### src/rtl/fma16_pkg.sv
// Shared types for the fma16 arbiter: opcode encoding, datapath controls and opcode decoder.
package fma16_pkg;

    typedef enum logic [2:0] {
        OpFadd   = 3'b000,
        OpFsub   = 3'b001,
        OpFmul   = 3'b010,
        OpFmadd  = 3'b011,
        OpFmsub  = 3'b100,
        OpFnmadd = 3'b101,
        OpFnmsub = 3'b110,
        OpRsvd   = 3'b111
    } fma_op_t;

    typedef struct packed {
        logic mul;
        logic add;
        logic negr;
        logic negz;
    } fma_ctrl_t;

    typedef struct packed {
        fma_ctrl_t ctrl;
        logic      err;
    } fma_dec_t;

    localparam logic [15:0] FP16_QNAN = 16'h7E00;

    function automatic fma_dec_t decode_op(input fma_op_t op);
        fma_dec_t d;
        d = '0;
        unique case (op)
            OpFadd:   d.ctrl = '{mul: 1'b0, add: 1'b1, negr: 1'b0, negz: 1'b0};
            OpFsub:   d.ctrl = '{mul: 1'b0, add: 1'b1, negr: 1'b0, negz: 1'b1};
            OpFmul:   d.ctrl = '{mul: 1'b1, add: 1'b0, negr: 1'b0, negz: 1'b0};
            OpFmadd:  d.ctrl = '{mul: 1'b1, add: 1'b1, negr: 1'b0, negz: 1'b0};
            OpFmsub:  d.ctrl = '{mul: 1'b1, add: 1'b1, negr: 1'b0, negz: 1'b1};
            OpFnmadd: d.ctrl = '{mul: 1'b1, add: 1'b1, negr: 1'b1, negz: 1'b0};
            OpFnmsub: d.ctrl = '{mul: 1'b1, add: 1'b1, negr: 1'b1, negz: 1'b1};
            OpRsvd:   d.err  = 1'b1;
        endcase
        return d;
    endfunction

endpackage

### src/rtl/fma16.sv
// Combinational fp16 fused multiply-add: result = (negr ? -1 : 1) * (x*y' + (negz ? -z' : z')),
// with y' = 1.0 when mul=0 and z' = 0 when add=0. Single rounding in the selected mode.
module fma16 (
    input  logic [15:0] i_x,
    input  logic [15:0] i_y,
    input  logic [15:0] i_z,
    input  logic        i_mul,
    input  logic        i_add,
    input  logic        i_negr,
    input  logic        i_negz,
    input  logic [1:0]  i_rm,
    output logic [15:0] o_result
);
    // Exact fixed-point sum, LSB weight 2^-48; wide enough for every finite product and addend.
    localparam int unsigned AW = 82;

    logic [15:0]   w_y, w_z;
    logic [10:0]   w_xm, w_ym, w_zm;
    logic [4:0]    w_xe, w_ye, w_ze;
    logic          w_x_nan, w_y_nan, w_z_nan, w_x_inf, w_y_inf, w_z_inf, w_x_zero, w_y_zero;
    logic          w_ps, w_zs, w_neg, w_fs, w_p_inf, w_nan;
    logic [21:0]   w_prod;
    logic [6:0]    w_pexp, w_zsh, w_lead, w_sh, w_exp;
    logic [AW-1:0] w_pmag, w_zmag, w_sum, w_mag, w_lowmask;
    logic [9:0]    w_kept;
    logic          w_guard, w_sticky, w_inc, w_ovf;
    logic [16:0]   w_rnd;
    logic [14:0]   w_ovf_mag;

    assign w_y = i_mul ? i_y : 16'h3C00;
    assign w_z = i_add ? i_z : 16'h0000;

    assign w_xe = (i_x[14:10] == 5'd0) ? 5'd1 : i_x[14:10];
    assign w_ye = (w_y[14:10] == 5'd0) ? 5'd1 : w_y[14:10];
    assign w_ze = (w_z[14:10] == 5'd0) ? 5'd1 : w_z[14:10];
    assign w_xm = {|i_x[14:10], i_x[9:0]};
    assign w_ym = {|w_y[14:10], w_y[9:0]};
    assign w_zm = {|w_z[14:10], w_z[9:0]};

    assign w_x_nan  = (&i_x[14:10]) & (|i_x[9:0]);
    assign w_y_nan  = (&w_y[14:10]) & (|w_y[9:0]);
    assign w_z_nan  = (&w_z[14:10]) & (|w_z[9:0]);
    assign w_x_inf  = (&i_x[14:10]) & ~(|i_x[9:0]);
    assign w_y_inf  = (&w_y[14:10]) & ~(|w_y[9:0]);
    assign w_z_inf  = (&w_z[14:10]) & ~(|w_z[9:0]);
    assign w_x_zero = ~(|i_x[14:0]);
    assign w_y_zero = ~(|w_y[14:0]);

    assign w_ps    = i_x[15] ^ w_y[15];
    assign w_zs    = w_z[15] ^ i_negz;
    assign w_p_inf = w_x_inf | w_y_inf;
    assign w_nan   = w_x_nan | w_y_nan | w_z_nan | (w_x_inf & w_y_zero) | (w_y_inf & w_x_zero)
                   | (w_p_inf & w_z_inf & (w_ps != w_zs));

    assign w_prod = {11'b0, w_xm} * {11'b0, w_ym};
    assign w_pexp = {2'b0, w_xe} + {2'b0, w_ye} - 7'd2;
    assign w_zsh  = {2'b0, w_ze} + 7'd23;
    assign w_pmag = {60'b0, w_prod} << w_pexp;
    assign w_zmag = {71'b0, w_zm} << w_zsh;
    assign w_sum  = (w_ps ? -w_pmag : w_pmag) + (w_zs ? -w_zmag : w_zmag);
    assign w_neg  = w_sum[AW-1];
    assign w_mag  = w_neg ? -w_sum : w_sum;

    always_comb begin
        w_lead = '0;
        for (int i = 0; i < AW; i++) begin
            if (w_mag[i]) w_lead = 7'(i);
        end
    end

    // An exact zero takes the operands' common sign, otherwise +0 except when rounding down.
    always_comb begin
        w_fs = w_neg;
        if (w_mag == '0) w_fs = (w_ps == w_zs) ? w_ps : (i_rm == 2'b11);
        w_fs = w_fs ^ i_negr;
    end

    // Bit 34 is the hidden-bit position of the smallest normal; below it the LSB stays at 2^-24.
    assign w_sh        = ((w_lead > 7'd34) ? w_lead : 7'd34) - 7'd10;
    assign w_exp       = (w_lead >= 7'd34) ? (w_lead - 7'd33) : 7'd0;
    assign w_kept      = 10'(w_mag >> w_sh);
    assign w_guard     = w_mag[w_sh - 7'd1];
    assign w_lowmask   = ({{(AW-1){1'b0}}, 1'b1} << (w_sh - 7'd1)) - {{(AW-1){1'b0}}, 1'b1};
    assign w_sticky    = |(w_mag & w_lowmask);

    always_comb begin
        w_inc = 1'b0;
        case (i_rm)
            2'b01:   w_inc = w_guard & (w_sticky | w_kept[0]);
            2'b10:   w_inc = ~w_fs & (w_guard | w_sticky);
            2'b11:   w_inc = w_fs & (w_guard | w_sticky);
            default: w_inc = 1'b0;
        endcase
    end

    assign w_rnd = {w_exp, w_kept} + {16'b0, w_inc};
    assign w_ovf = (w_rnd >= 17'h07C00);

    always_comb begin
        w_ovf_mag = 15'h7C00;
        case (i_rm)
            2'b00:   w_ovf_mag = 15'h7BFF;
            2'b10:   w_ovf_mag = w_fs ? 15'h7BFF : 15'h7C00;
            2'b11:   w_ovf_mag = w_fs ? 15'h7C00 : 15'h7BFF;
            default: w_ovf_mag = 15'h7C00;
        endcase
    end

    always_comb begin
        if (w_nan)        o_result = 16'h7E00;
        else if (w_p_inf) o_result = {w_ps ^ i_negr, 15'h7C00};
        else if (w_z_inf) o_result = {w_zs ^ i_negr, 15'h7C00};
        else if (w_ovf)   o_result = {w_fs, w_ovf_mag};
        else              o_result = {w_fs, w_rnd[14:0]};
    end

endmodule

### src/rtl/fma16_arbiter_rr.sv
// Round-robin arbiter: grants the first requester after the last winner; owns the priority pointer.
module rr_arbiter #(
    parameter  int unsigned NREQ = 2,
    localparam int unsigned IDW  = ($clog2(NREQ) > 1) ? $clog2(NREQ) : 1
) (
    input  logic            clk,
    input  logic            rst,
    input  logic [NREQ-1:0] i_req,
    input  logic            i_en,
    output logic [NREQ-1:0] o_gnt,
    output logic [IDW-1:0]  o_gnt_idx
);
    logic [IDW-1:0] r_ptr;
    logic           w_found;
    int unsigned    w_idx;

    always_comb begin
        o_gnt     = '0;
        o_gnt_idx = '0;
        w_found   = 1'b0;
        w_idx     = 0;
        for (int unsigned k = 1; k <= NREQ; k++) begin
            w_idx = (int'(r_ptr) + k) % NREQ;
            if (!w_found && i_req[w_idx]) begin
                w_found   = 1'b1;
                o_gnt_idx = IDW'(w_idx);
            end
        end
        if (i_en && w_found) o_gnt[o_gnt_idx] = 1'b1;
    end

    always_ff @(posedge clk or posedge rst) begin
        if (rst) begin
            r_ptr <= IDW'(NREQ - 1);
        end else if (i_en && w_found) begin
            r_ptr <= o_gnt_idx;
        end
    end

endmodule

### src/rtl/fma16_arbiter.sv
// Shares one fma16 among NREQ requesters: round-robin grant, issue stage S1, result stage S2.
// Define FMA16_ARB_PERF_EN to add per-requester issue counters and a stall counter.
module fma16_arbiter
    import fma16_pkg::*;
#(
    parameter  int unsigned NREQ = 2,
    parameter  int unsigned TAGW = 4,
    localparam int unsigned IDW  = ($clog2(NREQ) > 1) ? $clog2(NREQ) : 1
) (
    input  logic                 clk,
    input  logic                 reset,
    input  logic [NREQ-1:0]      req_valid,
    output logic [NREQ-1:0]      req_ready,
    input  logic [NREQ*16-1:0]   req_x,
    input  logic [NREQ*16-1:0]   req_y,
    input  logic [NREQ*16-1:0]   req_z,
    input  logic [NREQ*3-1:0]    req_op,
    input  logic [NREQ*2-1:0]    req_rm,
    input  logic [NREQ*TAGW-1:0] req_tag,
    output logic                 rsp_valid,
    input  logic                 rsp_ready,
    output logic [IDW-1:0]       rsp_id,
    output logic [TAGW-1:0]      rsp_tag,
    output logic [15:0]          rsp_result,
    output logic                 rsp_err,
    output logic                 busy
`ifdef FMA16_ARB_PERF_EN
    ,
    output logic [NREQ*16-1:0]   perf_issue_cnt,
    output logic [15:0]          perf_stall_cnt
`endif
);
    logic            r_s1_valid, r_s1_err;
    logic [15:0]     r_s1_x, r_s1_y, r_s1_z;
    fma_ctrl_t       r_s1_ctrl;
    logic [1:0]      r_s1_rm;
    logic [IDW-1:0]  r_s1_id;
    logic [TAGW-1:0] r_s1_tag;

    logic            r_s2_valid, r_s2_err;
    logic [15:0]     r_s2_result;
    logic [IDW-1:0]  r_s2_id;
    logic [TAGW-1:0] r_s2_tag;

    logic [NREQ-1:0] w_gnt;
    logic [IDW-1:0]  w_gnt_idx;
    logic            w_adv2, w_s1_free, w_hs;
    fma_dec_t        w_dec;
    logic [15:0]     w_fma_result;

    assign w_adv2    = r_s1_valid & (~r_s2_valid | rsp_ready);
    assign w_s1_free = ~r_s1_valid | w_adv2;

    // Gating with reset keeps req_ready low while reset is held, even though S1 reads as free.
    rr_arbiter #(
        .NREQ (NREQ)
    ) u_arb (
        .clk       (clk),
        .rst       (reset),
        .i_req     (req_valid),
        .i_en      (w_s1_free & ~reset),
        .o_gnt     (w_gnt),
        .o_gnt_idx (w_gnt_idx)
    );

    assign req_ready = w_gnt;
    assign w_hs      = |(req_valid & w_gnt);
    assign w_dec     = decode_op(fma_op_t'(req_op[3*w_gnt_idx +: 3]));

    always_ff @(posedge clk or posedge reset) begin
        if (reset) begin
            r_s1_valid <= 1'b0;
            r_s1_err   <= 1'b0;
            r_s1_x     <= '0;
            r_s1_y     <= '0;
            r_s1_z     <= '0;
            r_s1_ctrl  <= '0;
            r_s1_rm    <= '0;
            r_s1_id    <= '0;
            r_s1_tag   <= '0;
        end else begin
            if (w_hs) begin
                r_s1_valid <= 1'b1;
                r_s1_err   <= w_dec.err;
                r_s1_x     <= req_x[16*w_gnt_idx +: 16];
                r_s1_y     <= req_y[16*w_gnt_idx +: 16];
                r_s1_z     <= req_z[16*w_gnt_idx +: 16];
                r_s1_ctrl  <= w_dec.ctrl;
                r_s1_rm    <= req_rm[2*w_gnt_idx +: 2];
                r_s1_id    <= w_gnt_idx;
                r_s1_tag   <= req_tag[TAGW*w_gnt_idx +: TAGW];
            end else if (w_adv2) begin
                r_s1_valid <= 1'b0;
            end
        end
    end

    fma16 u_fma16 (
        .i_x      (r_s1_x),
        .i_y      (r_s1_y),
        .i_z      (r_s1_z),
        .i_mul    (r_s1_ctrl.mul),
        .i_add    (r_s1_ctrl.add),
        .i_negr   (r_s1_ctrl.negr),
        .i_negz   (r_s1_ctrl.negz),
        .i_rm     (r_s1_rm),
        .o_result (w_fma_result)
    );

    always_ff @(posedge clk or posedge reset) begin
        if (reset) begin
            r_s2_valid  <= 1'b0;
            r_s2_err    <= 1'b0;
            r_s2_result <= '0;
            r_s2_id     <= '0;
            r_s2_tag    <= '0;
        end else if (w_adv2) begin
            r_s2_valid  <= 1'b1;
            r_s2_err    <= r_s1_err;
            r_s2_result <= r_s1_err ? FP16_QNAN : w_fma_result;
            r_s2_id     <= r_s1_id;
            r_s2_tag    <= r_s1_tag;
        end else if (rsp_ready) begin
            r_s2_valid  <= 1'b0;
        end
    end

    assign rsp_valid  = r_s2_valid;
    assign rsp_result = r_s2_result;
    assign rsp_id     = r_s2_id;
    assign rsp_tag    = r_s2_tag;
    assign rsp_err    = r_s2_err;
    assign busy       = r_s1_valid | r_s2_valid;

`ifdef FMA16_ARB_PERF_EN
    logic [15:0] r_stall_cnt;

    for (genvar g = 0; g < NREQ; g++) begin : g_perf
        logic [15:0] r_cnt;
        always_ff @(posedge clk or posedge reset) begin
            if (reset) begin
                r_cnt <= '0;
            end else if (req_valid[g] && w_gnt[g] && r_cnt != 16'hFFFF) begin
                r_cnt <= r_cnt + 16'd1;
            end
        end
        assign perf_issue_cnt[16*g +: 16] = r_cnt;
    end

    always_ff @(posedge clk or posedge reset) begin
        if (reset) begin
            r_stall_cnt <= '0;
        end else if (r_s2_valid && !rsp_ready && r_stall_cnt != 16'hFFFF) begin
            r_stall_cnt <= r_stall_cnt + 16'd1;
        end
    end

    assign perf_stall_cnt = r_stall_cnt;
`endif

endmodule

### config.mk
export PLATFORM = sky130hd
export DESIGN_NAME = fma16_arbiter
export DESIGN_NICKNAME = d
export VERILOG_FILES = /design/src/rtl/fma16_pkg.sv /design/src/rtl/fma16.sv /design/src/rtl/fma16_arbiter_rr.sv /design/src/rtl/fma16_arbiter.sv
export SDC_FILE = /design/constraint.sdc
export NUM_CORES = 2
export LEC_CHECK = 0
export BUFFER_PORTS_ARGS = -buffer_cell sky130_fd_sc_hd__buf_2
export CORE_ASPECT_RATIO = 1.1
export CORE_MARGIN = 3
export CORE_UTILIZATION = 40
export CTS_CLUSTER_SIZE = 8
export DETAILED_ROUTE_END_ITERATION = 12
export PLACE_DENSITY = 0.6
export SYNTH_ARGS = -nofsm -noshare
export SYNTH_HDL_FRONTEND = slang
export SYNTH_SLANG_ARGS = --single-unit
### constraint.sdc
create_clock -name clk -period 49.9 [get_ports clk]
set_input_delay 2.495 -clock clk [delete_from_list [all_inputs] [get_ports clk]]
set_output_delay 2.495 -clock clk [all_outputs]
set_load 0.02 [all_outputs]
# Word level (Yosys, flattened, before mapping)
# Cells that the tools add are included.
[word_totals]
regBits = 85
inputBits = 119
output_inout_bits = 26
wordCells = 252
[op_classes]
n_addsub = 14
mul = 2
order_cmp = 8
eq_ne = 12
shift = 10
mux = 121
bitwise = 42
n_reduce_logical = 25
[ops]
columns = ["op", "count"]
rows = [
  ["$mux W82", 3],
  ["$neg A82 Y82", 3],
  ["$mux W6", 32],
  ["$mux W7", 20],
  ["$mux W16", 6],
  ["$shiftx A32 B6 Y16", 3],
  ["$mux W5", 19],
  ["$add A82 B82 Y82", 1],
  ["$and A82 B82 Y82", 1],
  ["$logic_not A82 Y1", 1],
  ["$reduce_or A82 Y1", 1],
  ["$shl A1 B7 Y82 const A", 1],
  ["$shl A11 B7 Y82", 1],
  ["$shl A22 B7 Y82", 1],
  ["$shr A82 B7 Y10", 1],
  ["$sub A82 B1 Y82 const B", 1],
  ["$pmux W15 S3", 1],
  ["$mux W4", 8],
  ["$reduce_or A10 Y1", 3],
  ["$reduce_or A15 Y1", 2],
  ["$pmux W4 S7", 1],
  ["$mul A11 B11 Y22", 1],
  ["$mux W11", 2],
  ["$mux W1", 18],
  ["other kinds (45)", 103],
]

# Depth between registers and ports, before layout
[logic_depth]
word_depth = 110
depth_mapped = 107
ltp_nobuf = 94

# Cells and area by module
# A second synthesis with hierarchy kept.
[hier_totals]
hier_cells = 5585
hier_area_um2 = 39499.1
[by_module_without_submodules]
columns = ["mod", "n_inst", "cells_per_inst", "area_per_inst_um2", "seq_area_each_um2"]
rows = [
  ["fma16", 1, 5229, 35555.4, 0.0],
  ["fma16_arbiter", 1, 347, 3872.5, 2102.0],
  ["rr_arbiter", 1, 9, 71.3, 26.3],
]

# Worst setup path before layout
# Ideal clock, no wire load.
[synth_path]
path_kind = "flip-flop to flip-flop"
from = "register r_s1_ctrl[3] in the netlist's numbering"
to = "register r_s2_result[0], in the netlist rsp_result[0]"
arrival_time_ns = 21.654
slack_ns = 28.120
path_stages_with_launch = 92
path_buffers = 20
period_less_slack_ns = 21.780
path_cell_list = "dfrtp_1 > clkbuf_1 > clkbuf_1 > clkbuf_1 > nand3_1 > fa_1 > fa_1 > inv_1 > fa_1 > fa_1 > inv_1 > fa_1 > inv_1 > ha_1 > a21oi_1 > o22ai_1 > a2111oi_0 > mux2_2 > [56 not listed] > buf_2 > o2111ai_1 > a21oi_1 > mux2i_1 > o21ai_0 > a2111oi_0 > o211ai_1 > and2_1 > ha_1 > ha_1 > o21ai_1 > nor4_2 > a31o_2 > o31ai_1 > o211ai_2 > and3_1 > buf_2 > a221o_1"
[synth_between]
elab_chain_cells = 110
word_cells_on_any_way = 149
[synth_rtl]
columns = ["item", "line", "text"]
rows = [
  ["from (decl)", "fma16_arbiter.sv:35", "fma_ctrl_t r_s1_ctrl;"],
  ["from (signal assigned)", "fma16_arbiter.sv:88", "r_s1_ctrl <= w_dec.ctrl;"],
  ["$mux W16 *", "fma16.sv:30", "assign w_y = i_mul ? i_y : 16'h3C00;"],
  ["branches (longest 107 deep; another with $neg A82 Y82)", "-", ""],
  ["$mux W16 *", "fma16.sv:110", "if (w_nan) o_result = 16'h7E00;"],
  ["$mux W16 *", "fma16_arbiter.sv:120", "r_s2_result <= r_s1_err ? FP16_QNAN : w_fma_result;"],
  ["to (signal assigned)", "fma16_arbiter.sv:120", ""],
  ["to (decl)", "fma16_arbiter.sv:41", "logic [15:0] r_s2_result;"],
]
# Mark *: on every way between the ends. The select of a mux whose other input is x is not followed.
# A chain may end at the register's enable or synchronous reset.

# Worst setup path after layout
[layout_path]
from = "register r_s1_ctrl[3] in the netlist's numbering"
to = "register r_s2_result[2], in the netlist rsp_result[2]"
# The elaborated chain is that of the path after synthesis.

==> impl_results.md <==
- Status: finished clean
- Xor-xnor portion of the synthesized cell area: 8.45%
- Core Rows: 118
- Reg-to-reg critical path startpoint: r_s1_ctrl[3]
- Detailed-router iteration count before antenna repair: 7
- Buffer type at the clock tree root: clkbuf_16
- Wire length of the first global-routing pass: 290000 um
- Pin count of the biggest net entering global routing: 94
- Dominant combinational cell family by area after synthesis: compound AO/OA/AOI/OAI gates
- Num CTS Buffers: 9
- Layout fillers: ~10k
- Worst-Margin Slew: 1440 ps
- Top_reg_cell synth: dfrtp_1
- Data required time of the worst path: approximately 50000 ps
- Mapped cell area: 38300 sq um
- Nets: 5878
- Final-report setup violation count: 0
- Maximum root-to-sink buffer count: 2
- Maximum fanout along the worst path: 93
- Count of input and output buffers: 144
- Gp weighted congestion: between 1 and 1.5
- Flops & latches, synth: 85
- Sort of element at the end of the critical path: register
- Number of DRC violations after detailed-routing iteration 0: 6299
- Critical path's slowest cell: buf_4
- CTS Sinks: 85
- Setup tns final: 0 ps
- WL final: slightly below 200000 um
- Maximum level of the CTS H-tree: 3
- Hold wc startpoint: r_s1_tag[3]
- R2R Path End: rsp_result[2]
- Top cells by area in the synthesized netlist: nand2_1, dfrtp_1, xnor2_1, ha_1, nor2_1
- Number of antenna violations at the first check in global routing: 9
- Synth Area in Compound Gates: 31.6%
- Maxcap violations: 0
- Die span in x: 301 um
- Resized Gates After CTS: 0
- Post-DRT Antenna Nets: 0
- Hold WC Path Type: register to register
- Sequential element share of the synthesized area: 5.55%
- Via density: 6.89
- Hold violation total from the final report: 0
- Minimum clock period after layout: 29450 ps
- Worst Path Arrival: ~30000 ps
- Post-Synth Adder-Cell Area: 9.64%
- Startpoint type of the worst setup path: register
- Met1 Use GR: 43.8%
- Register-to-register setup slack: 20450 ps
- Number of enable-type register cells in the synthesized netlist: 0
- Final number of max-transition violations: 0
- Share of Yosys cell area claimed by the top area cell type: 6.83%
- GR Layer Usage met2: between 60% and 70%
- Final Cycle Share: about three fifths
- Number of instances on the worst hold path: 2
- Post-Route Skew: roughly 8 ps
- HPWL after detailed placement: 157000 um
- Clk pin slew, worst setup/hold paths: 70 ps
- Category of the critical setup timing path: register to register
- Multi-input gate area: around 34000 sq um
- Core footprint: 94600 sq um
- Number of global-route vias before repair: around 43k
- Share of async-settable or async-resettable flops after synthesis: 100%
- Worst R2R Path Depth: 85
- Area added between synthesis and finish: 5.66%
- Clock tree from TritonCTS: done
- Avg Inst Size Synth: 6.87 sq um
- DIE AREA: 99500 sq um
- Worst path max stage delay: 750 ps
- Setup repair after global routing missed its margin: false
- Count of different cell masters after synthesis: 135
- Maximum clock frequency: 34.0 MHz
- Grt peak-use layer: met2
- Initial standard-cell utilization of the core: 40.5%
- Worst skew pair latency: around 340 ps
- GR Util met3: about 8%
- Vertical die dimension: roughly 330 um
- Hold_buf cts: 0
- Setup fix buffers added after clock tree synthesis: 0
- DRC errors left: 0
- Share of post-route cells with drive strength above 1: roughly a tenth
- Yosys warning total: 0
- Share of synthesized cell area in and, or, nand and nor gates: 30.0%
- Total routing resource utilization after global routing: a little under two fifths
- Routed wire per std cell: between 20 and 30 um
- Endpoint, Worst Hold: rsp_tag[3]
- Largest area contributor in the synthesized netlist: nand2_1
- GR Overflow Total: 0
- Share of synthesized area spent on multiplexers: 8.18%
- I/O pin count: 145
- FF+latch area: 2130 sq um
- Relative slew slack: 3.47%
- Via count of the routed design: about 47k
- Mapped Cells: about 5.6k
[critical path: cells and delay by family, from the launching register on]
family	cells	cell delay [ps]
adders and majority gates	12	4950
xor gates and xnor gates	5	2200
and+or+nand+nor	30	9370
DFF	1	350
AOI/OAI and AO/OA	28	9440
buffers and inverters	10	2900
[synth_stat cells (all sizes together) (75+ instances only)]
library cell / instances
nand2: 699
nor2: 533
a21oi: 396
o21ai: 332
xnor2: 239
clkbuf: 233
inv: 200
nor3: 200
nand3: 193
ha: 164
and3: 136
buf: 135
mux2i: 122
xor2: 116
nand4: 95
and2: 94
dfrtp: 84
fa: 82
a211oi: 80
nor4: 79
a22oi: 75
[area by class of cell]
| type | instances | share of cell area (%) |
|---|---|---|
| flip-flops and latches | 85 | 5.26 |
| diodes | 7 | 0.0433 |
| clock inverters | 7 | 0.185 |
| well taps | 1260 | 3.89 |
| repair buffers | 289 | 4.47 |
| inverters | 204 | 1.91 |
| clock buffers | 9 | 0.556 |
| multi-input cells | 4924 | 83.7 |
[registers in the layout, indices dropped and copies added, names as in the netlist]
| signal | flops |
|---|---|
| r_s1_x | 16 |
| r_s1_y | 16 |
| r_s1_z | 16 |
| rsp_result | 16 |
| r_s1_ctrl | 4 |
| r_s1_tag | 4 |
| rsp_tag | 4 |
| r_s1_rm | 2 |
| r_s1_err | 1 |
| r_s1_id | 1 |
| r_s1_valid | 1 |
| rsp_err | 1 |
| rsp_id | 1 |
| rsp_valid | 1 |
| u_arb.r_ptr | 1 |
[per-stage QoR]
stage	hold WS [ps]	utilization, %	std cells	setup WS [ps]	cell area, sq um
6_report	472	42.8	6785	20450	40500
5_1_grt	498	42.8	6778	19210	40500
4_1_cts	475	42.7	6778	21140	40500
3_5_place_dp	460	42.4	6762	21160	40200
3_3_place_gp	449	42.4	6762	21310	40200
2_1_floorplan	439	-	5581	28120	38300
[kinds of logic (layout without fill, tap and decap cells)]
| kind of cell | Yosys count | count (layout) |
|---|---|---|
| adder cells (fa/ha/maj) | 246 | 246 |
| flip-flops | 85 | 85 |
| buffers and inverters | 572 | 509 |
| multiplexers | 228 | 228 |
| other | 2 | 13 |
| AND/OR/NAND/NOR | 2347 | 2347 |
| AO/OA/AOI/OAI | 1738 | 1738 |
| XOR/XNOR | 359 | 359 |
[cell usage in the layout (no fill, tap or decap), types with 51 or more instances in the layout]
cell      instances
o21ai_0         304
a22oi_1          75
and2_1           92
or3_1            62
dfrtp_1          83
a21oi_1         389
and3_1          136
o31ai_1          51
buf_4           145
buf_2           144
mux4_2           64
nor2_1          531
nand3_1         192
nand2b_1         52
xnor2_1         228
inv_1           195
ha_1            163
fa_1             82
nand4_1          94
nor4_1           71
a211oi_1         78
nor3_1          196
mux2i_1         122
a31oi_1          72
o211ai_1         66
a21o_1           66
nand2_1         697
xor2_1          113
[metal layers]
layer	share of wire [%]	routed length, um	up-vias
li1	-	-	20900
met4	11	20900	8
met2	45	89500	2759
met1	36	70800	22200
met5	0.025	50	-
met3	8.7	17400	855
[how the worst max path moves through the flow]
| stage | start | to | slack [ps] | cells past startpoint |
|---|---|---|---|---|
| 5_1_grt | r_s1_ctrl[3] | rsp_result[2] | 19210 | 86 |
| 3_3_place_gp | r_s1_ctrl[3] | rsp_result[10] | 21310 | 84 |
| 6_report | r_s1_ctrl[3] | rsp_result[2] | 20450 | 85 |
| 3_5_place_dp | r_s1_ctrl[3] | rsp_result[10] | 21160 | 84 |
| 4_1_cts | r_s1_ctrl[3] | rsp_result[2] | 21140 | 84 |
| 2_1_floorplan | r_s1_ctrl[3] | rsp_result[0] | 28120 | 91 |
Power is left out: the tool's default activity adds up to more than one toggle a clock period on the data nets, which glitch-free logic cannot reach.
